==> config.mk <==
export PLATFORM = sky130hd
export DESIGN_NAME = frame_scrambler30
export DESIGN_NICKNAME = d
export VERILOG_FILES = /design/src/rtl/scrambler_pkg.sv /design/src/rtl/scrambler30_core.sv /design/src/rtl/frame_scrambler30.sv
export SDC_FILE = /design/constraint.sdc
export NUM_CORES = 1
export LEC_CHECK = 0
export CAP_MARGIN = 20
export CORE_ASPECT_RATIO = 1.1
export CORE_MARGIN = 2
export CORE_UTILIZATION = 48
export CTS_CLUSTER_SIZE = 8
export DETAILED_ROUTE_END_ITERATION = 6
export GPL_TIMING_DRIVEN = 0
export PLACE_DENSITY = 0.79
export SETUP_SLACK_MARGIN = 0.5
export SYNTH_ARGS = -nofsm -noshare
export SYNTH_HDL_FRONTEND = slang
export SYNTH_HIERARCHICAL = 1
export SYNTH_SLANG_ARGS = --single-unit
==> constraint.sdc <==
create_clock -name clk -period 1.9 [get_ports clk]
set_clock_uncertainty 0.15 [all_clocks]
set_input_delay 0.38 -clock clk [delete_from_list [all_inputs] [get_ports clk]]
set_output_delay 0.38 -clock clk [all_outputs]
set_load 0.05 [all_outputs]
==> src/rtl/scrambler_pkg.sv <==
// Shared constants for the 30-bit frame scrambler: frame width, default seed,
// feedback tap offsets and the 30-bit 2-of-3 majority voter used by the TMR build.
package scrambler_pkg;

    localparam int                 FRAME_W      = 30;
    localparam logic [FRAME_W-1:0] SEED_DEFAULT = 30'h2AAAAAAA;
    localparam int                 NTAPS        = 4;
    localparam int                 TAPS [NTAPS] = '{0, 1, 15, 16};

    function automatic logic [FRAME_W-1:0] vote3(
        input logic [FRAME_W-1:0] a,
        input logic [FRAME_W-1:0] b,
        input logic [FRAME_W-1:0] c
    );
        return (a & b) | (a & c) | (b & c);
    endfunction

endpackage

==> src/rtl/scrambler30_core.sv <==
// Combinational 30-bit self-synchronising scramble of one frame against the
// previous 30 scrambled bits held in state.
module scrambler30_core
    import scrambler_pkg::*;
(
    input  logic [FRAME_W-1:0] data,
    input  logic [FRAME_W-1:0] state,
    output logic [FRAME_W-1:0] y
);

    // x is the bit stream: old scrambled bits below, this frame's bits above,
    // so high taps of late bits pick up bits produced earlier in the same frame
    logic [2*FRAME_W-1:0] x;
    logic                 b;

    always_comb begin
        x                = '0;
        b                = 1'b0;
        x[FRAME_W-1:0]   = state;
        for (int i = 0; i < FRAME_W; i++) begin
            b = data[i];
            for (int t = 0; t < NTAPS; t++) begin
                b = b ^ x[i + TAPS[t]];
            end
            x[FRAME_W + i] = b;
        end
        y = x[2*FRAME_W-1:FRAME_W];
    end

endmodule

==> src/rtl/frame_scrambler30.sv <==
// Frame scrambler with 1-deep output register, bypass, init and frame counter.
// Define SCRAMBLER_TMR_EN to triplicate the registers behind majority voters.
module frame_scrambler30
    import scrambler_pkg::*;
#(
    parameter logic [FRAME_W-1:0] SEED  = SEED_DEFAULT,
    parameter int                 CNT_W = 16
) (
    input  logic               clk,
    input  logic               reset,
    input  logic               enable,
    input  logic               init,
    input  logic [FRAME_W-1:0] in_data,
    input  logic               in_valid,
    output logic               in_ready,
    output logic [FRAME_W-1:0] out_data,
    output logic               out_valid,
    input  logic               out_ready,
    output logic [CNT_W-1:0]   frame_cnt,
    output logic               tmr_error
);

    logic [FRAME_W-1:0] state_v;
    logic [FRAME_W-1:0] data_v;
    logic               vld_v;
    logic [CNT_W-1:0]   cnt_v;

    logic [FRAME_W-1:0] y_p0;
    logic               accept_p0;
    logic [FRAME_W-1:0] state_nxt;
    logic [FRAME_W-1:0] data_nxt;
    logic               vld_nxt;
    logic [CNT_W-1:0]   cnt_nxt;

    assign in_ready  = !vld_v || out_ready;
    assign accept_p0 = in_valid && in_ready;

    scrambler30_core u_core (
        .data  (in_data),
        .state (state_v),
        .y     (y_p0)
    );

    // init overrides the state/counter update but the frame in flight still
    // uses the old state, since y_p0 is computed from state_v
    always_comb begin
        state_nxt = state_v;
        data_nxt  = data_v;
        vld_nxt   = vld_v;
        cnt_nxt   = cnt_v;
        if (accept_p0) begin
            data_nxt = enable ? y_p0 : in_data;
            vld_nxt  = 1'b1;
            if (enable) begin
                state_nxt = y_p0;
                cnt_nxt   = cnt_v + 1'b1;
            end
        end else if (out_ready) begin
            vld_nxt = 1'b0;
        end
        if (init) begin
            state_nxt = SEED;
            cnt_nxt   = '0;
        end
    end

    // ---- stage p1: output register ----
`ifdef SCRAMBLER_TMR_EN
    logic [2:0][FRAME_W-1:0] st_q;
    logic [2:0][FRAME_W-1:0] data_p1;
    logic [2:0]              vld_p1;
    logic [2:0][CNT_W-1:0]   cnt_q;
    logic                    mismatch;
    logic                    tmr_err_q;

    always_ff @(posedge clk or negedge reset) begin
        if (!reset) begin
            st_q      <= {3{SEED}};
            data_p1   <= '0;
            vld_p1    <= '0;
            cnt_q     <= '0;
            tmr_err_q <= 1'b0;
        end else begin
            st_q      <= {3{state_nxt}};
            data_p1   <= {3{data_nxt}};
            vld_p1    <= {3{vld_nxt}};
            cnt_q     <= {3{cnt_nxt}};
            tmr_err_q <= mismatch;
        end
    end

    assign state_v = vote3(st_q[0], st_q[1], st_q[2]);
    assign data_v  = vote3(data_p1[0], data_p1[1], data_p1[2]);
    assign vld_v   = (vld_p1[0] & vld_p1[1]) | (vld_p1[0] & vld_p1[2]) | (vld_p1[1] & vld_p1[2]);
    assign cnt_v   = (cnt_q[0] & cnt_q[1]) | (cnt_q[0] & cnt_q[2]) | (cnt_q[1] & cnt_q[2]);

    assign mismatch = (st_q[0] != st_q[1]) || (st_q[1] != st_q[2]) ||
                      (data_p1[0] != data_p1[1]) || (data_p1[1] != data_p1[2]) ||
                      (vld_p1[0] != vld_p1[1]) || (vld_p1[1] != vld_p1[2]) ||
                      (cnt_q[0] != cnt_q[1]) || (cnt_q[1] != cnt_q[2]);

    assign tmr_error = tmr_err_q;
`else
    logic [FRAME_W-1:0] st_q;
    logic [FRAME_W-1:0] data_p1;
    logic               vld_p1;
    logic [CNT_W-1:0]   cnt_q;

    always_ff @(posedge clk or negedge reset) begin
        if (!reset) begin
            st_q    <= SEED;
            data_p1 <= '0;
            vld_p1  <= 1'b0;
            cnt_q   <= '0;
        end else begin
            st_q    <= state_nxt;
            data_p1 <= data_nxt;
            vld_p1  <= vld_nxt;
            cnt_q   <= cnt_nxt;
        end
    end

    assign state_v   = st_q;
    assign data_v    = data_p1;
    assign vld_v     = vld_p1;
    assign cnt_v     = cnt_q;
    assign tmr_error = 1'b0;
`endif

    assign out_data  = data_v;
    assign out_valid = vld_v;
    assign frame_cnt = cnt_v;

endmodule

; ---- Word-level counts from Yosys, hierarchy flattened
; Cells that the tools add are included.
[classes]
addsub = 1
muxes = 9
n_bitwise = 120
n_reduce_logical = 7
[op_table]
columns = cell, count
row1 = 2-to-1 mux 30 bit, 4
row2 = bitwise XOR 1 bit, 120
row3 = 2-to-1 mux 16 bit, 3
row4 = adder 16 x 1 -> 16 bit (second input constant), 1
row5 = nonzero test 2 bit, 3
row6 = 2-to-1 mux 1 bit, 2
row7 = AND reduction 2 bit, 1
row8 = logical AND 1 bit, 1
row9 = zero test 1 bit, 1
row10 = logical OR 1 bit, 1
[word_totals]
ff_bits = 77
wordCells = 141

; ---- Longest topological paths before layout
; Gate-level depths: netlist of the first run.
[logic_depth]
depth_word = 10
mapped_depth = 8
depth_no_buf = 5

; ---- Cells and area by module
; Netlist of the first run, hierarchy kept.
[by_module_without_submodules]
columns = mod, n_inst, cells_each, area_each_um2, seq_area_each_um2
row1 = frame_scrambler30, 1, 357, 3490.8, 1945.6
row2 = scrambler30_core, 1, 84, 973.4, 0.0

; ---- Least setup slack after synthesis of the first run
; No wires, ideal clock.
[synth_timing]
kind = register -> register
startpoint = reg cnt_q[0], in the netlist frame_cnt[0]
endpoint = reg cnt_q[12], in the netlist frame_cnt[12]
setup_time_ps = 78
arrival_time_ps = 2061
required_ps = 1672
slack_ps = -389
path_stages_with_launch = 6
path_buffers = 0
period_less_slack_ps = 2289
path_cell_list = dfrtp_1 ha_1 nand4_1 or3_1 or4_1 a21oi_1
[synth_between]
elab_chain_len = 4
[synth_lines]
columns = item, line_no
row1 = start: declaration, frame_scrambler30.sv:107  ; logic [CNT_W-1:0] cnt_q;
row2 = start signal: assignment, frame_scrambler30.sv:119  ; cnt_q <= cnt_nxt;
row3 = adder 16 x 1 -> 16 bit, frame_scrambler30.sv:56  ; cnt_nxt = cnt_v + 1'b1;
row4 = 2-to-1 mux 16 bit, frame_scrambler30.sv:54  ; if (enable) begin
row5 = 2-to-1 mux 16 bit, frame_scrambler30.sv:51  ; if (accept_p0) begin
row6 = 2-to-1 mux 16 bit, frame_scrambler30.sv:61  ; if (init) begin
; No other way between the ends. The select of a mux whose other input is x is not followed.
; A chain may end at the register's enable or synchronous reset.

; ---- Final worst setup path of the first run
[layout_timing]
startpoint = reg st_q[14]
endpoint = reg data_p1[28], in the netlist out_data[28]
[layout_between]
elab_chain_len = 6
[layout_lines]
columns = item, line_no
row1 = start: declaration, frame_scrambler30.sv:104  ; logic [FRAME_W-1:0] st_q;
row2 = start signal: assignment, frame_scrambler30.sv:116  ; st_q <= state_nxt;
row3 = bitwise XOR 1 bit (4 in a row), scrambler30_core.sv:23  ; b = b ^ x[i + TAPS[t]];
row4 = bitwise XOR 1 bit *, scrambler30_core.sv:23
row5 = via y_p0[28], frame_scrambler30.sv:28  ; logic [FRAME_W-1:0] y_p0;
row6 = 2-to-1 mux 30 bit *, frame_scrambler30.sv:52  ; data_nxt = enable ? y_p0 : in_data;
row7 = end signal: assignment, frame_scrambler30.sv:117  ; data_p1 <= data_nxt;
row8 = end: declaration, frame_scrambler30.sv:105  ; logic [FRAME_W-1:0] data_p1;
; Mark *: on every way through the listed nets, which the timed path passes. The rest lies on a longest branch.

==> impl_table.tex, run 1 <==
\begin{tabular}{lr}
\hline
Metric & Value \\
\hline
\multicolumn{2}{l}{\textbf{Placed design}} \\
Port bufs & 82 \\
Post-Place Worst Slack & -0.819 ns \\
RD Place Congestion & $\sim$0.77 \\
Number of instances in the placed design & 638 \\
Post-detailed-placement half-perimeter wirelength & between 7000 and 8000 µm \\
\multicolumn{2}{l}{\textbf{Detailed routing}} \\
Post-Route WL & 20300 µm \\
Drt drc & 0 \\
Number of DRC markers after the initial detailed-route iteration & about 410 \\
First-pass iteration count of the detailed router & 5 \\
Average via count per standard cell & around 6.2 \\
Via count & 4764 \\
ANT nets after route & 0 \\
WL per Instance & between 20 and 30 µm \\
\multicolumn{2}{l}{\textbf{Clock network}} \\
H-Tree Level Count & 3 \\
Clock Tree Root & sky130\_fd\_sc\_hd\_\_clkbuf\_8 \\
Sinks on Clock Net & 77 \\
Clock tree from TritonCTS & built \\
Skew-Pair Late Insertion Delay & around 0.38 ns \\
Number of clock buffers inserted by TritonCTS & 9 \\
Clock transition at the registers of the reported paths & $\sim$0.10 ns \\
Maximum buffer depth of the clock tree & 2 \\
\multicolumn{2}{l}{\textbf{Layout}} \\
Post-route insts no fill & a little under 800 \\
Total inserted antenna cells & 0 \\
Post-layout net count & approximately 690 \\
FF/Latch Area & between 1500 and 2000 µm² \\
Area taken by multi-input logic gates & $\sim$3200 µm² \\
Synthesis-to-layout area growth & 75.2\% \\
Ratio of cells with drive above 1 in the final layout & 0.555 \\
Number of fill cells in the layout & 367 \\
\multicolumn{2}{l}{\textbf{Synth}} \\
Area share of the largest cell type after synthesis & 0.348 \\
Largest cells by area after synthesis & sky130\_fd\_sc\_hd\_\_dfrtp\_1, sky130\_fd\_sc\_hd\_\_xnor2\_1, sky130\_fd\_sc\_hd\_\_dfstp\_2 \\
Fraction of the yosys area taken by sequential cells & 0.436 \\
Number of synthesized register bits & 77 \\
Post-synthesis cell type with the largest combined area & sky130\_fd\_sc\_hd\_\_dfrtp\_1 \\
Gate count of the mapped netlist & $\sim$440 \\
Synthesized area per cell & 10.1 µm² \\
Post-synthesis cell type count & 37 \\
Top\_reg\_cell synth & sky130\_fd\_sc\_hd\_\_dfrtp\_1 \\
Number of flops mapped to enable cells by yosys & 0 \\
Post-Syn Nets & between 400 and 500 \\
Yosys warns & 6 \\
Share of flip-flops with an asynchronous set or reset after synthesis & 1.00 \\
Cell area after synthesis & roughly 4500 µm² \\
\multicolumn{2}{l}{\textbf{STA}} \\
Number of pins exceeding their max-slew limit in the final report & 0 \\
Share of the clock period used by the worst path & 1.15 \\
Final worst path period need & 2.19 ns \\
Achievable frequency & 457 MHz \\
Setup repair after global routing missed its margin & yes \\
Worst slew margin relative to its limit & 0.321 \\
Worst Max-Slew Pin Slew & $\sim$1 ns \\
Slack of the critical path & -0.290 ns \\
Hold Violations, Final & 0 \\
Setup violations, final & 41 \\
\multicolumn{2}{l}{\textbf{GRT}} \\
Number of global-route vias before repair & 4296 \\
Antenna violations before repair & 0 \\
Aggregate global routing overflow & 0 \\
Largest net degree at the start of global routing & 57 \\
Wire length of the first global-routing pass & 22600 µm \\
Total global-route track usage & 0.299 \\
\multicolumn{2}{l}{\textbf{Die}} \\
Die width & around 96 µm \\
Chip height & between 100 and 150 µm \\
Die area & about 10000 µm² \\
Number of top-level pins & 85 \\
Core area & roughly 9000 µm² \\
Number of core rows & 36 \\
Initial Utilization & 0.498 \\
\multicolumn{2}{l}{\textbf{Setup path}} \\
Critical path's largest stage delay & between 0.4 and 0.5 ns \\
Crit start category & register \\
Sort of element at the end of the critical path & register \\
Cell chain of the critical path & buf\_4 -> xnor2\_1 -> xnor2\_2 -> xnor3\_1 -> mux2i\_2 -> a21oi\_1 \\
Largest fanout of any net on the critical path & 3 \\
Setup CP Type & register to register \\
Arrival time of the worst setup path & about 2.3 ns \\
Required time reported for the critical path endpoint & roughly 2.0 ns \\
Critical path's slowest cell & sky130\_fd\_sc\_hd\_\_xnor3\_1 \\
\multicolumn{2}{l}{\textbf{Flow run}} \\
Maximum Capacitance Violations & 0 \\
\multicolumn{2}{l}{\textbf{Outcome}} \\
Violations in the final reports & negative setup slack \\
Run status & finished with violations \\
\multicolumn{2}{l}{\textbf{Hold path}} \\
Class of the worst hold path & input pin to asynchronous set/reset pin \\
\multicolumn{2}{l}{\textbf{Power and ir drop}} \\
Maximum vdd drop & just under 0.7 mV \\
Power density of the placed cells & 1050 nW/µm² \\
Leakage power of the design & about 3.5 nW \\
\hline
\end{tabular}
## stage by stage
stage | hold slack (ns) | total power (W) | cell area, µm² | utilization | TNS (ns)
after floorplan | -0.0656 | 0.00410 | 4600 | - | -4.13
final | 0.304 | 0.00821 | 7820 | 0.873 | -3.48
after global routing | 0.320 | 0.00839 | 7820 | 0.873 | -4.80
after global placement | 0.346 | 0.00487 | 5560 | 0.621 | -205.09
after CTS | 0.298 | 0.00713 | 6890 | 0.769 | -0.492
after detailed placement | 0.151 | 0.00492 | 5590 | 0.624 | -31.55
## where the power goes
group / switching [W] / leakage (nW) / internal, W
logic: 0.00244 / 2.52 / 0.00222
clock network: 0.000759 / 0.0935 / 0.000621
registers: 0.000253 / 0.904 / 0.00191
## layout make-up
| cell class | instances | area share |
|---|---|---|
| repair buffers | 199 | 0.260 |
| inverters | 3 | 0.00224 |
| flip-flops and latches | 77 | 0.251 |
| well taps | 114 | 0.0182 |
| multi-input cells | 335 | 0.405 |
| plain buffers | 26 | 0.0378 |
| clock inverters | 6 | 0.00912 |
| clock buffers | 10 | 0.0163 |
## worst max-delay path: cells and delay by family, from the launching register on
kind / cells / cell delay (ns)
flip-flops: 1 / 0.40
multiplexers: 1 / 0.29
buffers and inverters: 1 / 0.16
XOR/XNOR: 3 / 0.95
AO/OA/AOI/OAI: 1 / 0.14
## Yosys cell counts, drive strengths merged (2+ instances only)
cell type / instances
nand3: 8
buf: 5
xnor3: 17
or3: 3
nor2: 40
nor2b: 2
o31ai: 5
inv: 3
nand3b: 16
nand2: 66
xnor2: 58
mux2i: 30
and2: 2
clkbuf: 21
dfstp: 15
dfrtp: 62
xor2: 14
or4: 5
nor4b: 2
a21oi: 53
nand4: 3
nor4: 2
## path summary, 6_finish.rpt
| check | from | end | slack [ns] | cells after the start |
|---|---|---|---|---|
| min in group clk | in_data[0] | out_data[0] | 0.31 | 3 |
| max in group asynchronous | reset | st_q[15] | 0.63 | 3 |
| max reg2reg | st_q[14] | out_data[28] | -0.29 | 6 |
| min reg2reg | st_q[9] | st_q[9] | 0.40 | 2 |
| max | st_q[14] | out_data[28] | -0.29 | 6 |
| min | reset | out_data[23] | 0.30 | 2 |
## what timing repair did
action	CTS	global route
gates resized for setup	467	122
buffers inserted	55	56
endpoints found under the setup margin	124	124
hold endpoints to repair	19	0
hold buffers	1	0
gates cloned	3	1
pin swaps	107	63
## logic make-up after synthesis
kind of cell             share of synthesized area
XOR/XNOR                                     0.229
buffers and inverters                       0.0283
adder cells (fa/ha/maj)                    0.00280
multiplexers                                0.0698
AND/OR/NAND/NOR                              0.162
other                                     0.000840
AO/OA/AOI/OAI                               0.0709
flip-flops                                   0.436
## placed cells by master, fill, tap and decap left out, drive strengths merged
master           n
clkinvlp         3
bufinv           1
conb             1
nand3b          16
nor2            40
a21oi           53
or4              5
mux2i           30
clkdlybuf4s50   22
nor4             2
dfrtp           62
o31ai            5
o21ai            1
inv              4
nand2           66
dlymetal6s2s     2
or3              3
dlygate4sd3      1
nor2b            2
xnor2           58
xnor3           17
and2             2
nor3             1
and4             1
nand4            3
buf            172
ha               1
dfstp           15
dlygate4sd2      9
clkinv           1
o41ai            1
nor4b            2
clkbuf          29
nand2b           1
xor2            14
or2              1
nand3            8
mux2             1
## metal layers
layer | up-vias | wire length [µm] | track usage
met4 | 0 | 1410 | 0.116
li1 | 1895 | - | -
met1 | 2335 | 6950 | 0.366
met5 | - | 0 | 0
met2 | 408 | 10200 | 0.511
met3 | 126 | 1730 | 0.0584
## state kept, by name, summed over array words and instances (netlist names)
signal and count:
out_data 30, out_valid 1, st_q 30, frame_cnt 16
No activity file was read; power rests on OpenSTA's default activity.
==> run 2, diff against run 1 <==
--- a/config.mk
+++ b/config.mk
@@ -5,14 +5,15 @@
 export SDC_FILE = /design/constraint.sdc
 export NUM_CORES = 1
 export LEC_CHECK = 0
-export CAP_MARGIN = 20
+export ABC_AREA = 1
+export CAP_MARGIN = 30
 export CORE_ASPECT_RATIO = 1.1
 export CORE_MARGIN = 2
-export CORE_UTILIZATION = 48
+export CORE_UTILIZATION = 49
 export CTS_CLUSTER_SIZE = 8
 export DETAILED_ROUTE_END_ITERATION = 6
 export GPL_TIMING_DRIVEN = 0
-export PLACE_DENSITY = 0.79
+export PLACE_DENSITY = 0.78
 export SETUP_SLACK_MARGIN = 0.5
 export SYNTH_ARGS = -nofsm -noshare
 export SYNTH_HDL_FRONTEND = slang
==> run 2 against run 1 <==
The flow still finishes with violations (negative setup slack). Clock-buffer cell count increased by 3. Synthesized area increased by 14%. Routed wire length decreased by 4.6%. Largest cell class unchanged. Core utilization decreased by 6.0 points. Hold slack got worse by 0.030 ns. Die area increased by 11%. Cell area increased by 3.7%. Total power decreased by 17%. Sequential share of layout area decreased by 0.90 points. Largest power group unchanged. Via count increased by 20%.
==> impl_table.tex, run 2 <==
\begin{tabular}{lr}
\hline
Metric & Value \\
\hline
\multicolumn{2}{l}{\textbf{Outcome}} \\
Run status & finished with violations \\
Violations in the final reports & negative setup slack \\
\multicolumn{2}{l}{\textbf{Power and ir drop}} \\
Final Power & slightly below 0.007 W \\
Power density of the placed cells & between 800 and 900 nW/µm² \\
Relative contribution of the clock network to total power & 0.173 \\
Sw frac & 0.436 \\
Leakage power of the design & around 3.8 nW \\
Share of power burned in combinational logic & 0.519 \\
Cell internal pwr & approximately 0.0038 W \\
Maximum vdd drop & around 0.4 mV \\
Switching power summed over all nets & about 0.003 W \\
Part of the total power dissipated in sequential elements & 0.308 \\
\multicolumn{2}{l}{\textbf{Detailed routing}} \\
ANT nets after route & 0 \\
Post-Route WL & 19400 µm \\
WL per Instance & roughly 20 µm \\
Average via count per standard cell & $\sim$5.8 \\
Via count & about 5.7k \\
First-pass iteration count of the detailed router & 5 \\
Number of DRC markers after the initial detailed-route iteration & roughly 400 \\
Drt drc & 0 \\
\multicolumn{2}{l}{\textbf{Clock network}} \\
Sinks on Clock Net & slightly below 80 \\
Skew-Pair Late Insertion Delay & roughly 0.36 ns \\
Clock tree from TritonCTS & built \\
Clock transition at the registers of the reported paths & about 0.08 ns \\
H-Tree Level Count & 3 \\
Clock Tree Root & sky130\_fd\_sc\_hd\_\_clkbuf\_8 \\
Number of clock buffers inserted by TritonCTS & 9 \\
Maximum buffer depth of the clock tree & 2 \\
\multicolumn{2}{l}{\textbf{STA}} \\
Worst slew margin relative to its limit & 0.286 \\
Worst Max-Slew Pin Slew & about 1.1 ns \\
Number of pins exceeding their max-slew limit in the final report & 0 \\
Setup repair after global routing missed its margin & yes \\
Slack of the critical path & -0.125 ns \\
Share of the clock period used by the worst path & 1.07 \\
Sum Neg Setup Slack & -0.416 ns \\
Final hold slack & between 0.2 and 0.3 ns \\
Final worst path period need & 2.02 ns \\
Setup violations, final & 6 \\
Achievable frequency & 494 MHz \\
Hold Violations, Final & 0 \\
\multicolumn{2}{l}{\textbf{Synth}} \\
Synthesized area per cell & 7.38 µm² \\
Fraction of the yosys area taken by sequential cells & 0.384 \\
Post-synthesis cell type with the largest combined area & sky130\_fd\_sc\_hd\_\_dfrtp\_1 \\
Area share of the largest cell type after synthesis & 0.306 \\
Share of flip-flops with an asynchronous set or reset after synthesis & 1.00 \\
Post-synthesis cell type count & 34 \\
Post-Syn Nets & 724 \\
List of most frequent post-synthesis cells & sky130\_fd\_sc\_hd\_\_nand2\_1, sky130\_fd\_sc\_hd\_\_inv\_1, sky130\_fd\_sc\_hd\_\_dfrtp\_1, sky130\_fd\_sc\_hd\_\_nand3\_1, sky130\_fd\_sc\_hd\_\_nor2\_1 \\
Largest cells by area after synthesis & sky130\_fd\_sc\_hd\_\_dfrtp\_1, sky130\_fd\_sc\_hd\_\_nand2\_1, sky130\_fd\_sc\_hd\_\_dfstp\_2 \\
Yosys warns & 6 \\
Cell area after synthesis & roughly 5100 µm² \\
Most frequent cell after synthesis & sky130\_fd\_sc\_hd\_\_nand2\_1 \\
Number of flops mapped to enable cells by yosys & 0 \\
Top\_reg\_cell synth & sky130\_fd\_sc\_hd\_\_dfrtp\_1 \\
Gate count of the mapped netlist & approximately 700 \\
Number of synthesized register bits & 77 \\
\multicolumn{2}{l}{\textbf{GRT}} \\
Total global-route track usage & 0.316 \\
Largest net degree at the start of global routing & 49 \\
Wire length of the first global-routing pass & around 27000 µm \\
Aggregate global routing overflow & 0 \\
Antenna violations before repair & 0 \\
Number of global-route vias before repair & 5579 \\
\multicolumn{2}{l}{\textbf{Placed design}} \\
Post-detailed-placement half-perimeter wirelength & 10700 µm \\
RD Place Congestion & a little under 0.9 \\
Post-Place Worst Slack & -0.449 ns \\
Port bufs & between 80 and 90 \\
\multicolumn{2}{l}{\textbf{Setup path}} \\
Register-to-register setup slack & -0.12 ns \\
Arrival time of the worst setup path & about 2.1 ns \\
Crit start category & register \\
Setup CP Type & register to register \\
Crit path buf inv count & 4 \\
CP delay by family, top & simple AND/OR/NAND/NOR gates \\
Cell chain of the critical path & buf\_6 -> inv\_4 -> nand2\_2 -> nand3b\_1 -> nand2\_2 -> nand2\_2 -> nand2\_4 -> nand3\_2 -> nand3\_2 -> nand2\_1 -> buf\_4 -> inv\_2 -> o211ai\_1 \\
Largest fanout of any net on the critical path & 5 \\
Critical path's largest stage delay & roughly 0.54 ns \\
Cell with the most instances on the worst path & sky130\_fd\_sc\_hd\_\_nand2\_2 \\
Critical path's slowest cell & sky130\_fd\_sc\_hd\_\_dfstp\_2 \\
Sort of element at the end of the critical path & register \\
Required time reported for the critical path endpoint & roughly 2.0 ns \\
\multicolumn{2}{l}{\textbf{Layout}} \\
Commonest cells after routing, fill and taps aside & sky130\_fd\_sc\_hd\_\_nand2\_1, sky130\_fd\_sc\_hd\_\_nand2\_2, sky130\_fd\_sc\_hd\_\_buf\_6, sky130\_fd\_sc\_hd\_\_buf\_4, sky130\_fd\_sc\_hd\_\_inv\_1 \\
Most frequent standard cell in the layout excluding fill and tap cells & sky130\_fd\_sc\_hd\_\_nand2\_1 \\
Number of fill cells in the layout & a little under 600 \\
Ratio of cells with drive above 1 in the final layout & 0.468 \\
Synthesis-to-layout area growth & 60.0\% \\
Post-layout net count & around 890 \\
Total inserted antenna cells & 0 \\
\multicolumn{2}{l}{\textbf{Die}} \\
Initial Utilization & 0.508 \\
Number of top-level pins & 85 \\
Die area & roughly 11000 µm² \\
Chip height & around 110 µm \\
Core area & about 10000 µm² \\
Number of core rows & 38 \\
Die width & a little over 100 µm \\
\multicolumn{2}{l}{\textbf{Flow run}} \\
Maximum Capacitance Violations & 0 \\
\multicolumn{2}{l}{\textbf{Hold path}} \\
Class of the worst hold path & input pin to register \\
\hline
\end{tabular}
[run 2: cell families (layout without fill, tap and decap cells)]
group                    after synthesis  in the layout  synth area share
XOR/XNOR                              64             64             0.115
buffers and inverters                109            280            0.0913
AND/OR/NAND/NOR                      361            362             0.306
adder cells (fa/ha/maj)                1              1           0.00247
AO/OA/AOI/OAI                         74             74             0.100
flip-flops                            77             77             0.384
other                                  1              1          0.000740
[run 2: path summary, 6_finish.rpt]
| kind | cells after the start | startpoint | endpoint |
|---|---|---|---|
| worst max-delay path | 13 | st_q[17] | out_data[29] |
| worst min-delay path | 2 | init | st_q[16] |
| worst max register to register | 13 | st_q[17] | out_data[29] |
| worst min register to register | 2 | st_q[20] | st_q[20] |
| max in group asynchronous | 3 | reset | st_q[25] |
| min in group asynchronous | 2 | reset | st_q[4] |
[run 2: layout make-up]
class,count,area [µm²],share of cell area
inverter,78,325,0.0401
timing repair buffer,156,1660,0.205
sequential,77,1960,0.242
clock buffer,13,159,0.0196
multi-input combinational,502,3550,0.437
tap,120,150,0.0185
clock inverter,2,10.0,0.00123
buffer,31,294,0.0362
[run 2: what timing repair did]
action | CTS | global route
cloned | 3 | 0
gates resized for setup | 485 | 91
buffers inserted | 50 | 20
pin swaps | 63 | 63
hold buffers | 1 | 0
hold endpoints to repair | 23 | 0
setup endpoints to repair | 125 | 133
[run 2: power groups by stage]
stage | Sequential (W) | Combinational [W] | Clock [W]
finish | 0.00209 | 0.00352 | 0.00118
global placement | 0.00206 | 0.00253 | 0
global route | 0.00211 | 0.00371 | 0.00124
CTS | 0.00207 | 0.00310 | 0.00117
floorplan | 0.00259 | 0.00130 | 0
detailed placement | 0.00208 | 0.00260 | 0
[run 2: routing by layer]
| layer | routed length [µm] | global-route usage | part of all wire | up-vias |
|---|---|---|---|---|
| met5 | 0 | 0 | 0 | - |
| met4 | 1110 | 0.177 | 0.057 | 0 |
| met3 | 1560 | 0.0649 | 0.081 | 96 |
| met2 | 9830 | 0.540 | 0.51 | 355 |
| met1 | 6860 | 0.362 | 0.35 | 2734 |
| li1 | - | - | - | 2527 |
[run 2: metrics by stage]
stage / instance area, µm² / instances / util
after floorplan: 5350 / 687 / -
after global placement: 6320 / 889 / 0.633
after detailed placement: 6340 / 890 / 0.635
after CTS: 7560 / 959 / 0.757
after global routing: 8110 / 979 / 0.813
final: 8110 / 979 / 0.813
